===== src/rtl/fetch_unit.sv =====
// Instruction-fetch stage: owns the fetch PC, issues in-order imem requests and queues tagged words for IF/ID.
// Optional FETCH_MISALIGN_CHK_EN: misaligned redirect targets halt fetch and raise a sticky misalign_o.
module fetch_unit #(
  parameter logic [31:0] RESET_PC = 32'h0000_0000,
  parameter int unsigned QDEPTH   = 2,
  parameter int unsigned CNT_W    = 2
) (
  input  logic        clk,
  input  logic        rst,
  output logic        imem_req_o,
  output logic [31:0] imem_addr_o,
  input  logic        imem_gnt_i,
  input  logic        imem_rvalid_i,
  input  logic [31:0] imem_rdata_i,
  input  logic        redirect_i,
  input  logic [31:0] redirect_pc_i,
  input  logic        stall_i,
  output logic        valid_o,
  output logic [31:0] pc_o,
  output logic [31:0] inst_o,
  output logic        misalign_o
);

  localparam int unsigned PTR_W = $clog2(QDEPTH);
  localparam logic [31:0] NOP   = 32'h0000_0013;

  logic [31:0]      pc_q, pc_d;
  logic [CNT_W-1:0] outst_q, outst_d, drop_q, drop_d;
  logic [31:0]      tag_mem_q [QDEPTH];
  logic [PTR_W-1:0] tag_wr_q, tag_wr_d, tag_rd_q, tag_rd_d;
  logic [63:0]      q_mem_q [QDEPTH];
  logic [PTR_W-1:0] q_wr_q, q_wr_d, q_rd_q, q_rd_d;
  logic [CNT_W-1:0] q_cnt_q, q_cnt_d;
  logic             valid_q, valid_d;
  logic [31:0]      pc_out_q, pc_out_d, inst_out_q, inst_out_d;
  logic [31:0]      redir_pc;
  logic             misalign_q;

`ifdef FETCH_MISALIGN_CHK_EN
  logic misalign_d;
  assign redir_pc = redirect_pc_i;
  always_comb misalign_d = redirect_i ? (|redirect_pc_i[1:0]) : misalign_q;
  always_ff @(posedge clk or posedge rst) begin
    if (rst) misalign_q <= 1'b0;
    else     misalign_q <= misalign_d;
  end
`else
  assign redir_pc   = redirect_pc_i & 32'hFFFF_FFFC;
  assign misalign_q = 1'b0;
`endif

  logic [CNT_W:0] credit_used;
  logic           fire, rsp_keep, rsp_drop, load_out, q_push, q_pop;
  logic [63:0]    rsp_word;

  // Credits cover both in-flight requests and words parked behind the output register.
  assign credit_used = {1'b0, outst_q} + {1'b0, q_cnt_q};
  assign imem_req_o  = !rst && !redirect_i && !misalign_q && (credit_used < (CNT_W+1)'(QDEPTH));
  assign imem_addr_o = pc_q;
  assign fire        = imem_req_o && imem_gnt_i;
  assign rsp_drop    = imem_rvalid_i && (drop_q != '0);
  assign rsp_keep    = imem_rvalid_i && (drop_q == '0);
  assign rsp_word    = {tag_mem_q[tag_rd_q], imem_rdata_i};
  assign load_out    = !valid_q || !stall_i;

  always_comb begin
    pc_d       = pc_q;
    outst_d    = outst_q + CNT_W'(fire) - CNT_W'(imem_rvalid_i);
    drop_d     = drop_q - CNT_W'(rsp_drop);
    tag_wr_d   = tag_wr_q + PTR_W'(fire);
    tag_rd_d   = tag_rd_q + PTR_W'(rsp_keep);
    q_push     = 1'b0;
    q_pop      = 1'b0;
    valid_d    = valid_q;
    pc_out_d   = pc_out_q;
    inst_out_d = inst_out_q;
    if (fire) pc_d = pc_q + 32'd4;
    if (redirect_i) begin
      pc_d       = redir_pc;
      drop_d     = outst_d;
      tag_wr_d   = '0;
      tag_rd_d   = '0;
      valid_d    = 1'b0;
      pc_out_d   = '0;
      inst_out_d = NOP;
    end else if (load_out) begin
      // Older queued words always go out before a word arriving this cycle.
      if (q_cnt_q != '0) begin
        q_pop                  = 1'b1;
        q_push                 = rsp_keep;
        valid_d                = 1'b1;
        {pc_out_d, inst_out_d} = q_mem_q[q_rd_q];
      end else if (rsp_keep) begin
        valid_d                = 1'b1;
        {pc_out_d, inst_out_d} = rsp_word;
      end else begin
        valid_d    = 1'b0;
        pc_out_d   = '0;
        inst_out_d = NOP;
      end
    end else begin
      q_push = rsp_keep;
    end
    q_wr_d  = redirect_i ? '0 : q_wr_q + PTR_W'(q_push);
    q_rd_d  = redirect_i ? '0 : q_rd_q + PTR_W'(q_pop);
    q_cnt_d = redirect_i ? '0 : q_cnt_q + CNT_W'(q_push) - CNT_W'(q_pop);
  end

  always_ff @(posedge clk or posedge rst) begin
    if (rst) begin
      pc_q       <= RESET_PC;
      outst_q    <= '0;
      drop_q     <= '0;
      tag_wr_q   <= '0;
      tag_rd_q   <= '0;
      q_wr_q     <= '0;
      q_rd_q     <= '0;
      q_cnt_q    <= '0;
      valid_q    <= 1'b0;
      pc_out_q   <= '0;
      inst_out_q <= NOP;
    end else begin
      pc_q       <= pc_d;
      outst_q    <= outst_d;
      drop_q     <= drop_d;
      tag_wr_q   <= tag_wr_d;
      tag_rd_q   <= tag_rd_d;
      q_wr_q     <= q_wr_d;
      q_rd_q     <= q_rd_d;
      q_cnt_q    <= q_cnt_d;
      valid_q    <= valid_d;
      pc_out_q   <= pc_out_d;
      inst_out_q <= inst_out_d;
    end
  end

  always_ff @(posedge clk) begin
    if (fire)   tag_mem_q[tag_wr_q] <= pc_q;
    if (q_push) q_mem_q[q_wr_q]     <= rsp_word;
  end

  assign valid_o    = valid_q;
  assign pc_o       = pc_out_q;
  assign inst_o     = inst_out_q;
  assign misalign_o = misalign_q;

  assert property (@(posedge clk) disable iff (rst) !(q_push && (q_cnt_q == CNT_W'(QDEPTH))));

endmodule


===== config.mk =====
export PLATFORM = sky130hd
export DESIGN_NAME = fetch_unit
export DESIGN_NICKNAME = d
export VERILOG_FILES = /design/src/rtl/fetch_unit.sv
export SDC_FILE = /design/constraint.sdc
export NUM_CORES = 1
export LEC_CHECK = 0
export BUFFER_PORTS_ARGS = -buffer_cell sky130_fd_sc_hd__buf_4
export CAP_MARGIN = 20
export CORE_AREA = 5 5 181 183
export CTS_CLUSTER_SIZE = 16
export DETAILED_ROUTE_END_ITERATION = 8
export DIE_AREA = 0 0 186 188
export PLACE_DENSITY = 0.59
export REMOVE_ABC_BUFFERS = 1
export SLEW_MARGIN = 20
export SYNTH_ARGS = -nofsm -noshare
export SYNTH_HDL_FRONTEND = slang
export SYNTH_SLANG_ARGS = --single-unit
export TNS_END_PERCENT = 10

===== constraint.sdc =====
create_clock -name clk -period 3.7 [get_ports clk]
set_input_delay 0.37 -clock clk [delete_from_list [all_inputs] [get_ports clk]]
set_output_delay 0.37 -clock clk [all_outputs]
set_load 0.01 [all_outputs]

# Word-level counts from Yosys, hierarchy flattened
# Memory sizes are Yosys's and may differ from the RTL's.
# Index checks and enable logic that the tools add are counted.
[word_totals]
reg_bits = 107
ram_bits = 192
wordCells = 70
mem_count = 2
[memory_table]
columns = ["name", "depth", "width", "rd", "rd_ports_with_merged_regs", "wr", "line_no", "rtl"]
rows = [
  ["q_mem_q", 2, 64, 1, 0, 1, "31", "logic [63:0] q_mem_q [QDEPTH];"],
  ["tag_mem_q", 2, 32, 1, 0, 1, "29", "logic [31:0] tag_mem_q [QDEPTH];"],
]
[classes]
addsub = 11
order_cmp = 1
muxes = 30
n_reduce_logical = 15
[op_table]
columns = ["op", "n"]
rows = [
  ["two-way mux 32 bit", 10],
  ["adder 32 x 3 -> 32 bit, second input constant", 1],
  ["two-way mux 1 bit", 18],
  ["nonzero test 2 bit", 4],
  ["subtractor 2 x 1 -> 2 bit", 3],
  ["logical AND 1 bit", 5],
  ["adder 1 bit", 4],
  ["adder 2 x 1 -> 2 bit", 2],
  ["zero test 1 bit", 4],
  ["two-way mux 2 bit", 2],
  ["adder 2 x 2 -> 3 bit", 1],
  ["less-than comparator 3 x 2 -> 1 bit, second input constant", 1],
  ["zero test 2 bit", 1],
  ["logical OR 1 bit", 1],
]

# Logic depth before layout (Yosys ltp)
[depth]
word_depth = 8
mapped_depth = 12
depth_no_buf = 11

# Worst setup path after synthesis
# No wires, ideal clock.
[synth_path]
path_kind = "reg-to-reg"
start = "register q_cnt_q[0]"
end = "memory tag_mem_q[1][10] (enable)"
setup_time_ps = 390
t_arrival_ps = 2616
slack_ps = 695
path_stages_with_launch = 8
n_path_buf = 1
synth_period_minus_slack_ps = 3005
cell_sequence = "dfrtp_1 -> and2_1 -> fa_1 -> nor4_4 -> nand2_2 -> clkinv_2 -> buf_2 -> ha_1"
[synth_via]
elab_chain_cells = 6
[synth_rtl]
columns = ["element", "line_no", "rtl"]
rows = [
  ["start: declaration", "33", "logic [CNT_W-1:0] q_cnt_q, q_cnt_d;"],
  ["start signal: assignment", "130", "q_cnt_q <= q_cnt_d;"],
  ["adder 2 x 2 -> 3 bit", "57", "assign credit_used = {1'b0, outst_q} + {1'b0, q_cnt_q};"],
  ["less-than comparator 3 x 2 -> 1 bit", "58", "assign imem_req_o = !rst && !redirect_i && !misalign_q && (credit_used < (CNT_W+1)'(QDEPTH));"],
  ["logical AND 1 bit", "58", ""],
  ["net imem_req_o", "10", "output logic imem_req_o,"],
  ["logical AND 1 bit", "60", "assign fire = imem_req_o && imem_gnt_i;"],
  ["two-way mux 1 bit", "138", "if (fire) tag_mem_q[tag_wr_q] <= pc_q;"],
  ["two-way mux 1 bit (implied by the code)", "138", ""],
  ["end: declaration", "29", ""],
]
# The timed path passes the listed nets, and every way through them passes these cells.

# Worst setup path in the final report
[layout_path]
start = "register q_cnt_q[0]"
end = "register pc_q[30] (netlist: imem_addr_o[30])"
[layout_via]
elab_chain_cells = 5
[layout_rtl]
columns = ["element", "line_no", "rtl"]
rows = [
  ["adder 2 x 2 -> 3 bit", "57", ""],
  ["less-than comparator 3 x 2 -> 1 bit", "58", ""],
  ["logical AND 1 bit", "58", ""],
  ["logical AND 1 bit", "60", ""],
  ["nonzero test 2 bit (no source line)", "--", ""],
  ["end signal: assignment", "123", "pc_q <= pc_d;"],
  ["end: declaration", "27", "logic [31:0] pc_q, pc_d;"],
]
# No other way between the ends.
# A chain may end at the register's enable or synchronous reset.

==> results.md <==
- First-pass GRT wire length: around 43 mm
- Cell type of the slowest stage on the worst timing path: sky130_fd_sc_hd__nor2_1
- Most common flop cell mapped by yosys: sky130_fd_sc_hd__edfxtp_1
- Final routed wire length divided by cell count: approximately 20 um
- Max-cap viol count: 0
- DRC violations left: 0
- Ys async rst share: a little over a third
- Count of input and output buffers: 163
- Floorplan Core Area: 31,100 sq um
- Netlist Area Pre-Place: around 12,000 sq um
- Fraction of final layout cells sized beyond drive strength 1: 28.1%
- Power density of the placed cells: about 640 nW/um^2
- Die outline area: between 30,000 and 40,000 sq um
- Max Clock Freq: 382 MHz
- Final setup violating endpoints: 0
- H-tree depth: 1
- Data required time at the worst endpoint: about 4.2 ns
- Half-perimeter wire length after placement: roughly 17 mm
- Netlist cell types: 50
- Clock Sink Count: roughly 290
- Count of filler cells inserted in the layout: approximately 2,800
- Worst stage delay on the critical path: between 0.6 and 0.7 ns
- Share of the clock period used by the worst path: between 70% and 80%
- P_leak: 5.65 nW
- Number of global-route vias before repair: 7,379
- Number of nets in the final layout: between 1,000 and 1,500
- Class of the most critical hold timing path: input port to async pin
- Initial DRC count: 405
- Max transition margin: between 40% and 50%
- Post-Layout Cell Count: roughly 1,400
- Number of flip-flops and latches in the synthesized netlist: around 290
- Insertion delay of the later-clocked pin in the worst-skew pair: 0.54 ns
- Depth of the most critical reg-to-reg path: 9
- Layout Skew: around 0.011 ns
- Smallest hold slack: about 0.009 ns
- Final min period: about 2.6 ns
- Register area: about 8100 sq um
- Type of destination of the critical path: register
- Number of synthesized flops with an enable pin: approximately 180
- Number of vias per cell: 5.16
- Overall Global Routing Usage: between 15 and 20%
- Overflow left after global routing: 0
- Cell count after synthesis: around 800
- Crit Path Class: register to register
- Setup total negative slack: 0 ns
- Transition at the pin with the smallest max-transition slack: approximately 0.87 ns
- Largest net degree at the start of global routing: around 60
- Largest fanout on the critical path: 9
- Share of synthesized area occupied by flip-flops and latches: a little over two thirds
- Number of synthesis warnings: 0
- Overall power after layout: roughly 9.3 mW
- Area taken by multi-input logic gates: roughly 3300 sq um
- CTS max path bufs: 3
- Initial core utilization: a little under two fifths
- Cells along the critical path: and2_1 > fa_1 > nor4_4 > nand2_2 > clkinv_2 > nor2_1 > buf_4 > a21oi_1 > o211ai_1
- Synth-to-Final Area Change: 25.4%
- Via count: slightly above 7,000
- Worst setup slack after layout: about 1.1 ns
- Count of pins on the block boundary: approximately 170
- Setup slack at placement: roughly 1.1 ns
- Height of the die: between 150 and 200 um
- Horizontal die dimension: 186 um
- Number of buffers added for setup after CTS: 0
- Total count of max-transition violations in the final report: 0
- Final hold vios: 0
- Clock slew seen by the registers of the worst setup and hold paths: roughly 0.060 ns
- Critical Path AT: roughly 3.1 ns
- Length of the first detailed-routing pass in iterations: 5
- Routed Antenna Nets: 0
- TritonCTS clock tree: yes
- Avg Synthesized Cell Area: between 10 and 15 sq um
- Kind of start point of the critical path: register
- Number of antenna violations at the first check in global routing: 2
- Outcome: completed
- Routability-driven placement congestion ratio: 0.770
- Row count: 65
- Unrepaired setup endpoints after global routing: no
- Placed Cells: ~1,300
- Total detailed-routing wirelength: 27.8 mm
- VDD IR max: between 0.3 and 0.4 mV
- Clk root buf: sky130_fd_sc_hd__clkbuf_16
- CTS Buf Count: 31
[stage by stage]
step | utilization [%] | area, sq um
floorplan | - | 11400
CTS | 46.8 | 14500
global placement | 42.9 | 13300
detailed placement | 42.9 | 13300
global route | 46.8 | 14600
finish | 46.8 | 14600
[cell usage after synthesis (all sizes together) (2+ instances only)]
cell	number	share of area, %
a21oi	6	0.26
a221o	63	5.4
a22oi	3	0.19
a31o	2	0.15
a32oi	4	0.30
a41oi	4	0.30
and2	3	0.16
and3	7	0.38
buf	26	1.2
clkbuf	21	0.68
dfrtp	101	22
dfstp	3	0.68
edfxtp	184	48
ha	10	1.1
inv	13	0.42
mux2	30	2.9
mux2i	63	5.4
nand2	57	1.9
nand3	19	0.82
nand4	11	0.72
nor2	82	2.7
nor2b	2	0.11
nor3	6	0.36
nor4	2	0.37
o211ai	8	0.52
o21ai	18	0.78
o221a	3	0.29
o22ai	2	0.11
o311ai	8	0.60
or2	2	0.11
or3	3	0.16
or3b	2	0.15
or4	6	0.39
xnor2	5	0.38
xor2	2	0.15
[cell type report]
class / instances / share of cell area (%)
antenna: 2 / 0.0344
clock buffer: 50 / 6.30
clock inverter: 7 / 0.456
inverter: 14 / 0.387
multi-input combinational: 441 / 22.3
sequential: 288 / 55.9
tap: 402 / 3.46
timing repair buffer: 203 / 11.1
[critical path: cells and delay by family (launching register included)]
family,cells,cell delay [ns]
DFF,1,0.40
AOI/OAI and AO/OA,2,0.22
adders and majority gates,1,0.53
and+or+nand+nor,4,0.96
buffers and inverters,2,0.42
[kinds of logic (layout without fill, tap and decap cells)]
kind of cell | after synthesis | count (layout) | synth area share (%)
AND/OR/NAND/NOR | 203 | 203 | 8.32
flip-flops | 288 | 288 | 70.1
adder cells (fa/ha/maj) | 11 | 11 | 1.25
other | 1 | 5 | 0.0323
multiplexers | 93 | 93 | 8.34
XOR/XNOR | 7 | 7 | 0.528
AO/OA/AOI/OAI | 124 | 124 | 9.13
buffers and inverters | 61 | 274 | 2.33
[flip-flops by register name (all words and copies together) (netlist names)]
name         flops
q_rd_q           1
tag_wr_q         1
valid_o          1
outst_q          2
tag_mem_q       60
imem_addr_o     30
q_mem_q        124
q_cnt_q          2
drop_q           2
tag_rd_q         1
q_wr_q           1
inst_o          32
pc_o            31
[cell usage in the layout (no fill, tap or decap), drive strengths merged, types with 7 or more instances in the layout]
cell / count
edfxtp: 184
buf: 181
dfrtp: 101
nor2: 82
mux2i: 63
a221o: 63
nand2: 57
clkbuf: 50
mux2: 30
dlygate4sd3: 22
nand3: 19
o21ai: 18
inv: 14
nand4: 11
ha: 10
o211ai: 8
o311ai: 8
and3: 7
[metal layers]
layer | share of wire (%) | track usage (%)
met3 | 5.6 | 3.12
met4 | 1.8 | 4.15
met1 | 44 | 21.1
met5 | 0 | 0
met2 | 49 | 25.4
[report_power, final]
part           switching, mW  leakage, nW  internal (mW)  total (mW)
registers              0.389         3.02           3.91        4.30
clock network           1.20        0.486           1.76        2.96
logic                   1.04         2.14          0.991        2.03
total                   2.63         5.65           6.65        9.29
[worst paths after layout]
| path | slack (ns) | to | startpoint |
|---|---|---|---|
| min in group clk | 0.03 | q_mem_q[1][0] | imem_rdata_i[0] |
| hold reg to reg | 0.51 | pc_o[8] | pc_o[8] |
| hold / removal | 0.009 | pc_o[13] | rst |
| max in group asynchronous | 2.91 | pc_o[3] | rst |
| setup / recovery | 1.08 | imem_addr_o[30] | q_cnt_q[0] |
| setup reg to reg | 1.08 | imem_addr_o[30] | q_cnt_q[0] |
[timing repair]
| action | CTS | global route |
|---|---|---|
| hold buffers | 22 | 0 |
| gates resized for setup | 0 | 0 |
| hold endpoints to repair | 42 | 0 |
| setup endpoints to repair | 0 | 0 |
Note: power is estimated with default switching activity, not from simulation.
